`src/rtl/ddr_burst_tester_if.sv`:
```
// rtl/ddr_burst_tester_if.sv - AXI4 write/read channel bundle for the DDR burst tester
//
// Purpose: groups the AXI4 master-side channel signals used by ddr_burst_tester.
//    AxSIZE, AxBURST and wstrb are tied off at the system top, so they are not carried here.
// Parameters: DATA_W (AXI data width), ADDR_W (AXI byte-address width).
// Signals: aw* (write address), w* (write data), b* (write response),
//    ar* (read address), r* (read data).
//    bresp/rresp exist only when DDR_TESTER_RESP_CHK_EN is defined.
// Modports: master (the tester), slave (the memory side / bench).

interface ddr_burst_tester_if #(
   parameter int DATA_W = 32,
   parameter int ADDR_W = 30
);
   logic [ADDR_W-1:0] awaddr;
   logic [7:0]        awlen;
   logic              awvalid;
   logic              awready;
   logic [DATA_W-1:0] wdata;
   logic              wlast;
   logic              wvalid;
   logic              wready;
   logic              bvalid;
   logic              bready;
   logic [ADDR_W-1:0] araddr;
   logic [7:0]        arlen;
   logic              arvalid;
   logic              arready;
   logic [DATA_W-1:0] rdata;
   logic              rlast;
   logic              rvalid;
   logic              rready;
`ifdef DDR_TESTER_RESP_CHK_EN
   logic [1:0]        bresp;
   logic [1:0]        rresp;
`endif

   modport master (
`ifdef DDR_TESTER_RESP_CHK_EN
      input  bresp,
      input  rresp,
`endif
      output awaddr, awlen, awvalid,
      input  awready,
      output wdata, wlast, wvalid,
      input  wready,
      input  bvalid,
      output bready,
      output araddr, arlen, arvalid,
      input  arready,
      input  rdata, rlast, rvalid,
      output rready
   );

   modport slave (
`ifdef DDR_TESTER_RESP_CHK_EN
      output bresp,
      output rresp,
`endif
      input  awaddr, awlen, awvalid,
      output awready,
      input  wdata, wlast, wvalid,
      output wready,
      output bvalid,
      input  bready,
      input  araddr, arlen, arvalid,
      output arready,
      output rdata, rlast, rvalid,
      input  rready
   );
endinterface

```
`src/rtl/ddr_burst_tester.sv`:
```
// rtl/ddr_burst_tester.sv - AXI4 write-then-read-back burst tester with mismatch counter
//
// Purpose: writes nbursts INCR bursts of an address-derived pattern to DDR, then reads
//    them back in the same order and counts data and rlast mismatches (saturating).
//    One transaction outstanding at a time; write phase completes before read phase.
// Parameters: DATA_W (data width, power of 2, >=32), ADDR_W (byte-address width),
//    BURST_LEN (beats per burst, 1..256).
// Ports:
//    clk, rst    - clock, asynchronous active-high reset
//    start       - one-cycle pulse, ignored while busy or when nbursts is 0
//    nbursts     - number of bursts, latched on an accepted start
//    busy        - test in progress
//    err_cnt     - saturating mismatch count
//    m_axi       - ddr_burst_tester_if master modport
// Optional: DDR_TESTER_RESP_CHK_EN adds bresp/rresp checking (non-OKAY counts as an error).

module ddr_burst_tester #(
   parameter int DATA_W    = 32,
   parameter int ADDR_W    = 30,
   parameter int BURST_LEN = 16
) (
   input  logic        clk,
   input  logic        rst,
   input  logic        start,
   input  logic [15:0] nbursts,
   output logic        busy,
   output logic [15:0] err_cnt,
   ddr_burst_tester_if.master m_axi
);

   localparam int BYTES       = DATA_W / 8;
   localparam int BURST_BYTES = BURST_LEN * BYTES;
   localparam int BEAT_W      = (BURST_LEN > 1) ? $clog2(BURST_LEN) : 1;
   localparam logic [BEAT_W-1:0] LAST_BEAT = BEAT_W'(BURST_LEN - 1);

   typedef enum logic [2:0] {
      IDLE,
      WADDR,
      WDATA,
      WRESP,
      RADDR,
      RDATA
   } state_t;

   state_t            state_q, state_d;
   logic [15:0]       nb_q, nb_d;
   logic [15:0]       bidx_q, bidx_d;
   logic [BEAT_W-1:0] beat_q, beat_d;
   logic [15:0]       err_q, err_d;
   logic [1:0]        err_inc;
   logic [16:0]       err_sum;

   logic [ADDR_W-1:0] burst_addr;
   logic [DATA_W-1:0] pattern;
   logic              last_beat;
   logic              last_burst;

   logic awvalid, wvalid, wlast, bready, arvalid, rready;

   // Modular arithmetic in the target width gives the required truncation for free.
   assign burst_addr = ADDR_W'(bidx_q) * ADDR_W'(BURST_BYTES);
   assign pattern    = DATA_W'(burst_addr) + DATA_W'(beat_q) * DATA_W'(BYTES);
   assign last_beat  = (beat_q == LAST_BEAT);
   assign last_burst = (bidx_q == nb_q - 16'd1);

   // Address and data are pure functions of the counters, which only move on a
   // handshake, so they stay stable while a valid waits for its ready.
   assign m_axi.awaddr  = burst_addr;
   assign m_axi.araddr  = burst_addr;
   assign m_axi.wdata   = pattern;
   assign m_axi.awlen   = 8'(BURST_LEN - 1);
   assign m_axi.arlen   = 8'(BURST_LEN - 1);
   assign m_axi.awvalid = awvalid;
   assign m_axi.wvalid  = wvalid;
   assign m_axi.wlast   = wlast;
   assign m_axi.bready  = bready;
   assign m_axi.arvalid = arvalid;
   assign m_axi.rready  = rready;

   assign busy    = (state_q != IDLE);
   assign err_cnt = err_q;

   always_ff @(posedge clk or posedge rst) begin
      if (rst) begin
         state_q <= IDLE;
      end else begin
         state_q <= state_d;
      end
   end

   always_ff @(posedge clk or posedge rst) begin
      if (rst) begin
         nb_q   <= 16'd0;
         bidx_q <= 16'd0;
         beat_q <= '0;
         err_q  <= 16'd0;
      end else begin
         nb_q   <= nb_d;
         bidx_q <= bidx_d;
         beat_q <= beat_d;
         err_q  <= err_d;
      end
   end

   always_comb begin
      state_d = state_q;
      nb_d    = nb_q;
      bidx_d  = bidx_q;
      beat_d  = beat_q;
      err_d   = err_q;
      err_inc = 2'd0;
      err_sum = 17'd0;
      awvalid = 1'b0;
      wvalid  = 1'b0;
      wlast   = 1'b0;
      bready  = 1'b0;
      arvalid = 1'b0;
      rready  = 1'b0;

      case (state_q)
         IDLE: begin
            if (start && (nbursts != 16'd0)) begin
               nb_d    = nbursts;
               err_d   = 16'd0;
               bidx_d  = 16'd0;
               beat_d  = '0;
               state_d = WADDR;
            end
         end
         WADDR: begin
            awvalid = 1'b1;
            if (m_axi.awready) begin
               state_d = WDATA;
            end
         end
         WDATA: begin
            wvalid = 1'b1;
            wlast  = last_beat;
            if (m_axi.wready) begin
               if (last_beat) begin
                  beat_d  = '0;
                  state_d = WRESP;
               end else begin
                  beat_d = beat_q + BEAT_W'(1);
               end
            end
         end
         WRESP: begin
            bready = 1'b1;
            if (m_axi.bvalid) begin
`ifdef DDR_TESTER_RESP_CHK_EN
               err_inc = 2'(m_axi.bresp != 2'b00);
`endif
               if (last_burst) begin
                  bidx_d  = 16'd0;
                  state_d = RADDR;
               end else begin
                  bidx_d  = bidx_q + 16'd1;
                  state_d = WADDR;
               end
            end
         end
         RADDR: begin
            arvalid = 1'b1;
            if (m_axi.arready) begin
               state_d = RDATA;
            end
         end
         RDATA: begin
            rready = 1'b1;
            if (m_axi.rvalid) begin
               // Data and rlast are judged independently; both wrong counts twice.
               err_inc = 2'(m_axi.rdata != pattern) + 2'(m_axi.rlast != last_beat);
`ifdef DDR_TESTER_RESP_CHK_EN
               err_inc = err_inc + 2'(m_axi.rresp != 2'b00);
`endif
               // The beat counter, not rlast, decides where a burst ends.
               if (last_beat) begin
                  beat_d = '0;
                  if (last_burst) begin
                     bidx_d  = 16'd0;
                     state_d = IDLE;
                  end else begin
                     bidx_d  = bidx_q + 16'd1;
                     state_d = RADDR;
                  end
               end else begin
                  beat_d = beat_q + BEAT_W'(1);
               end
            end
         end
         default: begin
            state_d = IDLE;
         end
      endcase

      if (err_inc != 2'd0) begin
         err_sum = {1'b0, err_q} + 17'(err_inc);
         err_d   = err_sum[16] ? 16'hFFFF : err_sum[15:0];
      end
   end

endmodule

```
`src/flat_wrapper.sv`:
```
// flat-port wrapper written by rule: the top's interface ports become plain ports
module ddr_burst_tester_flat 
#(
   parameter int DATA_W    = 32,
   parameter int ADDR_W    = 30,
   parameter int BURST_LEN = 16
)
  (clk, rst, start, nbursts, busy, err_cnt, m_axi_awaddr, m_axi_awlen, m_axi_awvalid, m_axi_awready, m_axi_wdata, m_axi_wlast, m_axi_wvalid, m_axi_wready, m_axi_bvalid, m_axi_bready, m_axi_araddr, m_axi_arlen, m_axi_arvalid, m_axi_arready, m_axi_rdata, m_axi_rlast, m_axi_rvalid, m_axi_rready);
  ddr_burst_tester_if #(.DATA_W(DATA_W), .ADDR_W(ADDR_W)) m_axi_i ();
  input  logic clk;
  input  logic rst;
  input  logic start;
  input  logic [15:0] nbursts;
  output logic busy;
  output logic [15:0] err_cnt;
  output wire logic [$bits(m_axi_i.awaddr)-1:0] m_axi_awaddr;
  output wire logic [$bits(m_axi_i.awlen)-1:0] m_axi_awlen;
  output wire logic [$bits(m_axi_i.awvalid)-1:0] m_axi_awvalid;
  input wire logic [$bits(m_axi_i.awready)-1:0] m_axi_awready;
  output wire logic [$bits(m_axi_i.wdata)-1:0] m_axi_wdata;
  output wire logic [$bits(m_axi_i.wlast)-1:0] m_axi_wlast;
  output wire logic [$bits(m_axi_i.wvalid)-1:0] m_axi_wvalid;
  input wire logic [$bits(m_axi_i.wready)-1:0] m_axi_wready;
  input wire logic [$bits(m_axi_i.bvalid)-1:0] m_axi_bvalid;
  output wire logic [$bits(m_axi_i.bready)-1:0] m_axi_bready;
  output wire logic [$bits(m_axi_i.araddr)-1:0] m_axi_araddr;
  output wire logic [$bits(m_axi_i.arlen)-1:0] m_axi_arlen;
  output wire logic [$bits(m_axi_i.arvalid)-1:0] m_axi_arvalid;
  input wire logic [$bits(m_axi_i.arready)-1:0] m_axi_arready;
  input wire logic [$bits(m_axi_i.rdata)-1:0] m_axi_rdata;
  input wire logic [$bits(m_axi_i.rlast)-1:0] m_axi_rlast;
  input wire logic [$bits(m_axi_i.rvalid)-1:0] m_axi_rvalid;
  output wire logic [$bits(m_axi_i.rready)-1:0] m_axi_rready;
  assign m_axi_awaddr = m_axi_i.awaddr;
  assign m_axi_awlen = m_axi_i.awlen;
  assign m_axi_awvalid = m_axi_i.awvalid;
  assign m_axi_i.awready = m_axi_awready;
  assign m_axi_wdata = m_axi_i.wdata;
  assign m_axi_wlast = m_axi_i.wlast;
  assign m_axi_wvalid = m_axi_i.wvalid;
  assign m_axi_i.wready = m_axi_wready;
  assign m_axi_i.bvalid = m_axi_bvalid;
  assign m_axi_bready = m_axi_i.bready;
  assign m_axi_araddr = m_axi_i.araddr;
  assign m_axi_arlen = m_axi_i.arlen;
  assign m_axi_arvalid = m_axi_i.arvalid;
  assign m_axi_i.arready = m_axi_arready;
  assign m_axi_i.rdata = m_axi_rdata;
  assign m_axi_i.rlast = m_axi_rlast;
  assign m_axi_i.rvalid = m_axi_rvalid;
  assign m_axi_rready = m_axi_i.rready;
  ddr_burst_tester #(.DATA_W(DATA_W), .ADDR_W(ADDR_W), .BURST_LEN(BURST_LEN)) u_core (.clk(clk), .rst(rst), .start(start), .nbursts(nbursts), .busy(busy), .err_cnt(err_cnt), .m_axi(m_axi_i));
endmodule
```
`config.mk`:
```
export PLATFORM = sky130hd
export DESIGN_NAME = ddr_burst_tester_flat
export DESIGN_NICKNAME = d
export VERILOG_FILES = /design/src/rtl/ddr_burst_tester_if.sv /design/src/rtl/ddr_burst_tester.sv /design/src/flat_wrapper.sv
export SDC_FILE = /design/constraint.sdc
export NUM_CORES = 1
export LEC_CHECK = 0
export CAP_MARGIN = 10
export CORE_MARGIN = 3
export CORE_UTILIZATION = 40
export CTS_BUF_LIST = sky130_fd_sc_hd__clkbuf_16
export DETAILED_ROUTE_END_ITERATION = 12
export GPL_TIMING_DRIVEN = 0
export PLACE_DENSITY = 0.74
export SLEW_MARGIN = 20
export SYNTH_ARGS = -nofsm -noshare
export SYNTH_HDL_FRONTEND = slang
export SYNTH_SLANG_ARGS = --single-unit
```
`constraint.sdc`:
```
create_clock -name clk -period 4.8 [get_ports clk]
set_clock_uncertainty 0.2 [all_clocks]
set_input_delay 0.72 -clock clk [delete_from_list [all_inputs] [get_ports clk]]
set_output_delay 0.72 -clock clk [all_outputs]
set_load 0.01 [all_outputs]
```
==> flow_metrics.py, run 1 <==
metrics = {
    "synthesis": {
        "synthCells": 543,
        "synth_top_area_share_pct": 30.7,
        "syn_area_per_cell_um2": 8.25,
        "synth.distinct_cells": 61,
        "async_flop_share_pct": 100,
        "yosys.area.top_type": "dfrtp_1",
        "synth_area_leaders": "dfrtp_1 (31%), buf_4 (15%), nand2_1 (6.3%)",
        "syn_area_um2": 4480,
        "synth_ff_type": "dfrtp_1",
        "ys_ff_latch": 55,
        "synth_edf_count": 0,
        "ys.warnings.count": 0,
        "synth.yosys.seq_area_share_pct": 30.7,
    },
    "final_layout": {
        "design_area_um2": 6310,
        "final_common_cell": "clkdlybuf4s50_1",
        "layout_common_cells": "clkdlybuf4s50_1 (131), buf_4 (88), nand2_1 (75)",
        "diodes": 0,
        "syn2layout_area_growth_pct": 41.0,
        "final_core_util_pct": 58.0,
        "drive_above_1_share_pct": 17.5,
        "final_nets": 799,
        "fillers": 1001,
    },
    "critical_path": {
        "crit_required_ns": 4.76,
        "crit_fanout": 6,
        "cp.arrival_ns": 4.41,
        "critPathLaunchType": "primary input",
        "critPathKind": "primary input to flop",
        "cp-end-kind": "flop",
    },
    "timing": {
        "rsz0062_at_grt": "no",
        "fin_crit_sh_pct": 92.8,
        "fmax_mhz": 225,
        "slew_viol_final": 0,
        "final.min_clock_period_ns": 4.45,
        "worst_pin_slew_ns": 1.07,
        "layout_setup_ws_ns": 0.347,
        "final_hold_viol_count": 0,
        "max_slew_margin_pct": 28.0,
        "setup_viol": 0,
    },
    "floorplanning": {
        "dieArea_um2": 12500,
        "num_io_pins": 188,
        "rows": 38,
        "start_util_pct": 41.1,
        "die_h_um": 112,
        "core_um2": 10900,
        "chipWidth_um": 112,
    },
    "place": {
        "placed_area_um2": 6170,
        "hpwl_um": 10000,
        "globalplace.congestion": 0.932,
        "post-place-ws_ns": -0.0119,
        "numPortBuffers": 131,
    },
    "power": {
        "p_per_area_nw_per_um2": 346,
        "peakVddDrop_mv": 0.216,
        "cellLeakagePower_nw": 2.82,
    },
    "clock_network": {
        "path_clk_slew_ns": 0.07,
        "cts_hold_buffers": 0,
        "clockBufferDepth": 2,
        "cts_tree": "built",
        "clock-root-buffer": "clkbuf_16",
        "cts.htree.levels": 2,
        "cts_made_buffers": 5,
        "post_cts_buffers": 0,
        "cts.sinks": 55,
        "clkLatencyLatePin_ns": 0.29,
        "cts_resized": 0,
    },
    "global_routing": {
        "antenna_found_initial": 0,
        "grt_pass1_vias": 4128,
        "globalRouteOverflowTotal": 0,
        "grt_max_degree": 56,
        "grt_use_total_pct": 19.6,
        "grt_pass1_wl_um": 20600,
    },
    "worst_hold_path": {
        "hold_class": "flop to flop",
    },
    "drt": {
        "drt-initial-drc-count": 256,
        "vias": 4323,
        "first_pass_iters": 5,
        "wire_per_inst_um": 14.3,
        "via_per_inst": 4.93,
        "routed_wl_um": 12600,
        "ant_nets": 0,
        "drc": 0,
    },
    "run": {
        "maxCapViolations": 0,
    },
    "run_status": {
        "status": "finished clean",
    },
}
[state kept, by name, summed over array words and instances (netlist names)]
register and flops:
u_core.state_q 3, u_core.bidx_q 16, u_core.err_cnt 16, u_core.nb_q 16
u_core.beat_q 4
[logic make-up after synthesis]
| group | count (synthesis) | share of synthesized area (%) |
|---|---|---|
| xor+xnor | 47 | 9.19 |
| mux | 5 | 1.17 |
| other cells | 2 | 0.168 |
| fa+ha+maj | 7 | 2.12 |
| compound gates | 77 | 11.7 |
| buf+inv | 126 | 18.5 |
| flops | 55 | 30.7 |
| simple gates | 224 | 26.4 |
[per-layer routing]
metal	global-route usage, %	wire length, um
met1	25.1	5350
met2	35.5	6320
met5	0	0
met4	3.24	131
met3	3.10	763
[metrics by stage]
stage          setup TNS, ns  instances  power, W  hold slack [ns]
4_1_cts                    0        876   0.00218            0.337
6_report                   0        876   0.00218            0.328
2_1_floorplan              0        597   0.00141            0.267
3_3_place_gp               0        868   0.00177            0.300
3_5_place_dp         -0.0119        868   0.00181            0.319
5_1_grt                    0        876   0.00233            0.354
[power by group]
group | total, W | switching, W | internal (W)
registers | 0.000779 | 0.000200 | 0.000579
logic | 0.00104 | 0.000502 | 0.000533
clock network | 0.000368 | 0.000174 | 0.000194
[synth_stat cells, drive strengths merged (3+ instances only)]
cell     count
buf         94
nand2       75
dfrtp       55
nor2        36
xnor2       28
o21ai       23
a21oi       21
xor2        19
inv         17
nor3        17
clkbuf      15
nand3       15
nor4        14
and3        10
nand4       10
or4          8
or3          7
ha           6
nand3b       6
a31oi        5
nand4b       4
nor2b        4
a311oi       3
a41oi        3
mux2i        3
nand2b       3
nor3b        3
nor4b        3
o2bb2ai      3
[cell type report]
type | instances | area, um^2 | area share (%)
repair buffers | 131 | 1310 | 20.8
multi-input cells | 416 | 2480 | 39.2
flip-flops and latches | 55 | 1380 | 21.8
inverters | 17 | 66.3 | 1.05
well taps | 140 | 175 | 2.77
plain buffers | 109 | 764 | 12.1
clock inverters | 3 | 20.0 | 0.317
clock buffers | 5 | 125 | 1.98
[critical path: stages]
cell,delay (ns)
clkdlybuf4s50_1,0.42
xor2_1,0.15
nor4_1,0.43
nand4_1,0.26
ha_1,0.36
and3_1,0.15
ha_1,0.16
inv_1,0.06
fa_1,0.46
nor3_1,0.41
nor3b_1,0.45
nand3_1,0.16
nor3_1,0.16
a211oi_1,0.07
[final timing paths]
kind / from / to / slack [ns] / cells after the start
worst max-delay path: m_axi_rdata[15] / u_core.err_cnt[14] / 0.35 / 14
worst max register to register: u_core.bidx_q[2] / u_core.err_cnt[14] / 0.43 / 14
worst min register to register: u_core.nb_q[15] / u_core.nb_q[15] / 0.33 / 2
max in group asynchronous: rst / u_core.nb_q[11] / 3.26 / 2
min in group asynchronous: rst / u_core.err_cnt[0] / 0.68 / 2
worst min-delay path: u_core.nb_q[15] / u_core.nb_q[15] / 0.33 / 2
Power figures use the tool's default switching activity.
==> inputs of run 2 (changes only) <==
--- a/config.mk
+++ b/config.mk
@@ -7,11 +7,12 @@
 export LEC_CHECK = 0
 export CAP_MARGIN = 10
 export CORE_MARGIN = 3
-export CORE_UTILIZATION = 40
+export CORE_UTILIZATION = 44
 export CTS_BUF_LIST = sky130_fd_sc_hd__clkbuf_16
 export DETAILED_ROUTE_END_ITERATION = 12
 export GPL_TIMING_DRIVEN = 0
-export PLACE_DENSITY = 0.74
+export MAX_ROUTING_LAYER = met4
+export PLACE_DENSITY = 0.8
 export SLEW_MARGIN = 20
 export SYNTH_ARGS = -nofsm -noshare
 export SYNTH_HDL_FRONTEND = slang
==> run 2 against run 1 <==
Net effect: highest routed layer unchanged; largest power group unchanged; count of clock-buffer cells in the layout unchanged; clock power increased by 9.0%; routed wire length decreased by 0.97%; largest cell class unchanged; design area about the same; fmax decreased by 0.95%; critical path type unchanged.
==> flow_metrics.py, run 2 (synthesis results as in run 1) <==
metrics = {
    "run_status": {
        "status": "finished clean",
    },
    "clock_network": {
        "clock-root-buffer": "clkbuf_16",
        "post_cts_buffers": 0,
        "cts_made_buffers": 5,
        "cts_tree": "built",
        "clockBufferDepth": 2,
        "cts.htree.levels": 2,
        "cts_resized": 0,
        "path_clk_slew_ns": 0.07,
        "cts_hold_buffers": 0,
        "clkLatencyLatePin_ns": 0.29,
        "cts.sinks": 55,
    },
    "drt": {
        "first_pass_iters": 4,
        "via_per_inst": 4.93,
        "wire_per_inst_um": 14.3,
        "vias": 4275,
        "routed_wl_um": 12400,
        "ant_nets": 0,
        "drt-initial-drc-count": 220,
        "drc": 0,
    },
    "critical_path": {
        "crit_fanout": 6,
        "critPathLaunchType": "primary input",
        "worstReg2RegStart": "u_core.bidx_q[2]",
        "cp.arrival_ns": 4.45,
        "rrSetupSlack_ns": 0.50,
        "cp-end-kind": "flop",
        "critPathLaunch": "m_axi_rdata[1]",
        "critPathKind": "primary input to flop",
        "crit_required_ns": 4.75,
    },
    "place": {
        "hpwl_um": 9830,
        "numPortBuffers": 131,
        "globalplace.congestion": 0.857,
    },
    "timing": {
        "final.min_clock_period_ns": 4.50,
        "slew_viol_final": 0,
        "fmax_mhz": 222,
        "fin_crit_sh_pct": 93.7,
        "max_slew_margin_pct": 28.2,
        "tns_ns": 0,
        "final_hold_viol_count": 0,
        "worst_pin_slew_ns": 1.06,
        "rsz0062_at_grt": "no",
        "setup_viol": 0,
        "holdWs_ns": 0.312,
    },
    "final_layout": {
        "final_nets": 799,
        "layout_common_cells": "clkdlybuf4s50_1 (131), buf_4 (88), nand2_1 (75)",
        "drive_above_1_share_pct": 17.4,
        "final_common_cell": "clkdlybuf4s50_1",
        "diodes": 0,
        "syn2layout_area_growth_pct": 41.1,
    },
    "power": {
        "p_per_area_nw_per_um2": 350,
        "peakVddDrop_mv": 0.251,
        "p_total_w": 0.00221,
        "cellLeakagePower_nw": 2.83,
    },
    "global_routing": {
        "grt_pass1_vias": 4026,
        "globalRouteOverflowTotal": 0,
        "grt_use_total_pct": 21.7,
        "grt_pass1_wl_um": 19700,
        "antenna_found_initial": 0,
        "grt_max_degree": 56,
    },
    "floorplanning": {
        "chipWidth_um": 107,
        "core_um2": 9820,
        "num_io_pins": 188,
        "rows": 36,
        "start_util_pct": 45.6,
        "die_h_um": 107,
        "dieArea_um2": 11400,
    },
    "run": {
        "maxCapViolations": 0,
    },
    "worst_hold_path": {
        "hold_class": "flop to flop",
        "hold_start": "u_core.nb_q[15]",
    },
}
[run 2: cell count changes in the layout (fill, tap and decap cells not counted)]
cell        before  now
bufinv_16        0    1
clkinvlp_4       1    0
inv_6            1    0
[run 2: power breakdown]
part           internal [W]  switching (W)
registers          0.000579       0.000202
clock network      0.000242       0.000159
logic              0.000533       0.000499
total               0.00135       0.000861
[run 2: stage by stage]
| stage | area [um^2] | worst slack, ns | instances | utilization (%) |
|---|---|---|---|---|
| 2_1_floorplan | 4680 | 1.20 | 597 | - |
| 3_3_place_gp | 6160 | 0.141 | 861 | 62.7 |
| 3_5_place_dp | 6160 | 0.0698 | 861 | 62.7 |
| 4_1_cts | 6320 | 0.347 | 868 | 64.4 |
| 5_1_grt | 6320 | 0.0545 | 868 | 64.4 |
| 6_report | 6320 | 0.305 | 868 | 64.4 |
[run 2: path summary, 6_finish.rpt]
| path | end | cells after the start |
|---|---|---|
| min in group asynchronous | u_core.err_cnt[0] | 2 |
| max | u_core.err_cnt[14] | 15 |
| min reg2reg | u_core.nb_q[15] | 2 |
| min | u_core.nb_q[15] | 2 |
| max reg2reg | u_core.err_cnt[14] | 14 |
| max in group asynchronous | u_core.bidx_q[14] | 2 |
[run 2: final cells by class]
type	count	area [um^2]
multi-input cells	416	2480
clock inverters	2	33.8
repair buffers	131	1310
clock buffers	5	125
flip-flops and latches	55	1380
fillers	874	3500
inverters	17	66.3
plain buffers	109	764
well taps	133	166
[run 2: metal layers]
metal	global-route usage, %	part of all wire, %	vias up
met5	-	0	-
met4	5.84	1.5	0
met3	3.13	6.9	18
met2	37.9	51	160
met1	26.3	41	1980
li1	-	-	2117
[run 2: worst max-delay path, stage by stage]
cell and delay [ns]:
clkdlybuf4s50_1 0.41, nor4_1 0.31, nand4_1 0.14, nor2_1 0.19, nand4_1 0.20, ha_1 0.36, and3_1 0.17, ha_1 0.16
inv_1 0.06, fa_1 0.47, nor3_1 0.43, nor3b_1 0.43, nand3_1 0.15, nor3_1 0.15, a211oi_1 0.07
==> inputs of run 3 (changes only) <==
--- a/config.mk
+++ b/config.mk
@@ -13,7 +13,7 @@
 export GPL_TIMING_DRIVEN = 0
 export MAX_ROUTING_LAYER = met4
 export PLACE_DENSITY = 0.8
-export SLEW_MARGIN = 20
+export SLEW_MARGIN = 30
 export SYNTH_ARGS = -nofsm -noshare
 export SYNTH_HDL_FRONTEND = slang
 export SYNTH_SLANG_ARGS = --single-unit
==> run 3 against run 2 <==
Net effect: register-to-register slack got worse by 0.02 ns; critical path depth did not move; cell count rose by 0.23%; critical endpoint unchanged; largest cell class unchanged; worst hold slack improved by 0.010 ns; first-iteration DRC count fell by 0.91%; routed wire length rose by 0.47%; global-route usage rose by 0.095 points; die area did not move; utilization rose by 0.38 points.
==> flow_metrics.py, run 3 (synthesis results as in run 1) <==
metrics = {
    "clock_network": {
        "cts_resized": 0,
        "path_clk_slew_ns": 0.07,
        "cts_hold_buffers": 0,
        "post_cts_buffers": 0,
        "clockBufferDepth": 2,
        "cts_made_buffers": 5,
        "clkLatencyLatePin_ns": 0.29,
        "cts.sinks": 55,
        "cts_tree": "built",
        "clock-root-buffer": "clkbuf_16",
        "cts.htree.levels": 2,
    },
    "critical_path": {
        "critPathLaunchType": "primary input",
        "crit_fanout": 6,
        "cp.arrival_ns": 4.37,
        "rrSetupSlack_ns": 0.48,
        "critPathKind": "primary input to flop",
        "crit_required_ns": 4.75,
        "cp-end-kind": "flop",
    },
    "final_layout": {
        "final_core_util_pct": 64.7,
        "final_common_cell": "clkdlybuf4s50_1",
        "diodes": 0,
        "layout_common_cells": "clkdlybuf4s50_1 (131), buf_4 (88), nand2_1 (75)",
        "final_nets": 800,
        "fillers": 837,
        "drive_above_1_share_pct": 17.9,
        "syn2layout_area_growth_pct": 42.0,
    },
    "drt": {
        "ant_nets": 0,
        "drc": 0,
        "routed_wl_um": 12500,
        "drt-initial-drc-count": 218,
        "vias": 4319,
        "via_per_inst": 4.96,
        "first_pass_iters": 5,
        "wire_per_inst_um": 14.4,
    },
    "timing": {
        "fmax_mhz": 226,
        "max_slew_margin_pct": 41.7,
        "fin_crit_sh_pct": 92.1,
        "slew_viol_final": 0,
        "setup_viol": 0,
        "worst_pin_slew_ns": 0.863,
        "final_hold_viol_count": 0,
        "rsz0062_at_grt": "no",
        "tns_ns": 0,
        "final.min_clock_period_ns": 4.42,
    },
    "worst_hold_path": {
        "hold_class": "flop to flop",
    },
    "floorplanning": {
        "num_io_pins": 188,
        "rows": 36,
        "dieArea_um2": 11400,
        "die_h_um": 107,
        "core_um2": 9820,
        "start_util_pct": 45.6,
        "chipWidth_um": 107,
    },
    "run_status": {
        "status": "finished clean",
    },
    "run": {
        "maxCapViolations": 0,
    },
    "place": {
        "numPortBuffers": 131,
        "globalplace.congestion": 0.857,
        "hpwl_um": 9910,
    },
    "global_routing": {
        "globalRouteOverflowTotal": 0,
        "grt_pass1_wl_um": 19700,
        "grt_use_total_pct": 21.8,
        "grt_max_degree": 31,
        "grt_pass1_vias": 4031,
        "antenna_found_initial": 0,
    },
    "power": {
        "cellLeakagePower_nw": 2.84,
        "peakVddDrop_mv": 0.204,
        "p_per_area_nw_per_um2": 352,
    },
}
[run 3: layer usage]
layer / global-route usage [%] / share of wire (%) / vias up / wire length (um)
met5: - / 0 / - / 0
met4: 4.93 / 1.3 / 0 / 157
met1: 27.3 / 40 / 2009 / 5030
met3: 2.77 / 7.1 / 13 / 890
li1: - / - / 2118 / -
met2: 37.8 / 51 / 179 / 6420
[run 3: worst max-delay path, stage by stage]
cell	delay, ns
clkdlybuf4s50_1	0.42
nor4_1	0.30
nand4_1	0.13
nor2_1	0.17
nand4_1	0.17
ha_1	0.34
and3_1	0.18
ha_1	0.17
inv_1	0.06
fa_1	0.46
nor3_1	0.43
nor3b_1	0.42
nand3_1	0.15
nor3_1	0.17
a211oi_1	0.08
[run 3: cell type report]
type	count	area, um^2	share of cell area [%]
flip-flops and latches	55	1380	21.6
repair buffers	132	1330	20.9
well taps	133	166	2.62
clock buffers	5	125	1.97
multi-input cells	416	2480	39.1
clock inverters	3	43.8	0.689
plain buffers	109	764	12.0
inverters	17	66.3	1.04
[run 3: path summary, 6_finish.rpt]
kind,start,to,cells past startpoint
setup / recovery,m_axi_rdata[1],u_core.err_cnt[14],15
hold / removal,u_core.nb_q[15],u_core.nb_q[15],2
setup reg to reg,u_core.bidx_q[2],u_core.err_cnt[14],14
hold reg to reg,u_core.nb_q[15],u_core.nb_q[15],2
max in group asynchronous,rst,u_core.nb_q[6],3
min in group asynchronous,rst,u_core.err_cnt[0],2
[run 3: stage by stage]
stage / worst slack [ns] / hold WS, ns / area [um^2] / power (W) / cells
floorplan: 1.20 / 0.267 / 4680 / 0.00141 / 597
global placement: 0.141 / 0.286 / 6160 / 0.00178 / 861
detailed placement: 0.0996 / 0.304 / 6180 / 0.00181 / 862
CTS: 0.396 / 0.323 / 6350 / 0.00224 / 870
global route: 0.115 / 0.370 / 6360 / 0.00240 / 870
finish: 0.381 / 0.322 / 6360 / 0.00224 / 870
[run 3: where the power goes]
group | switching (W) | internal (W) | leakage [nW]
Clock | 0.000166 | 0.000246 | 0.0838
Sequential | 0.000202 | 0.000579 | 0.704
Combinational | 0.000506 | 0.000537 | 2.06
Total | 0.000873 | 0.00136 | 2.84
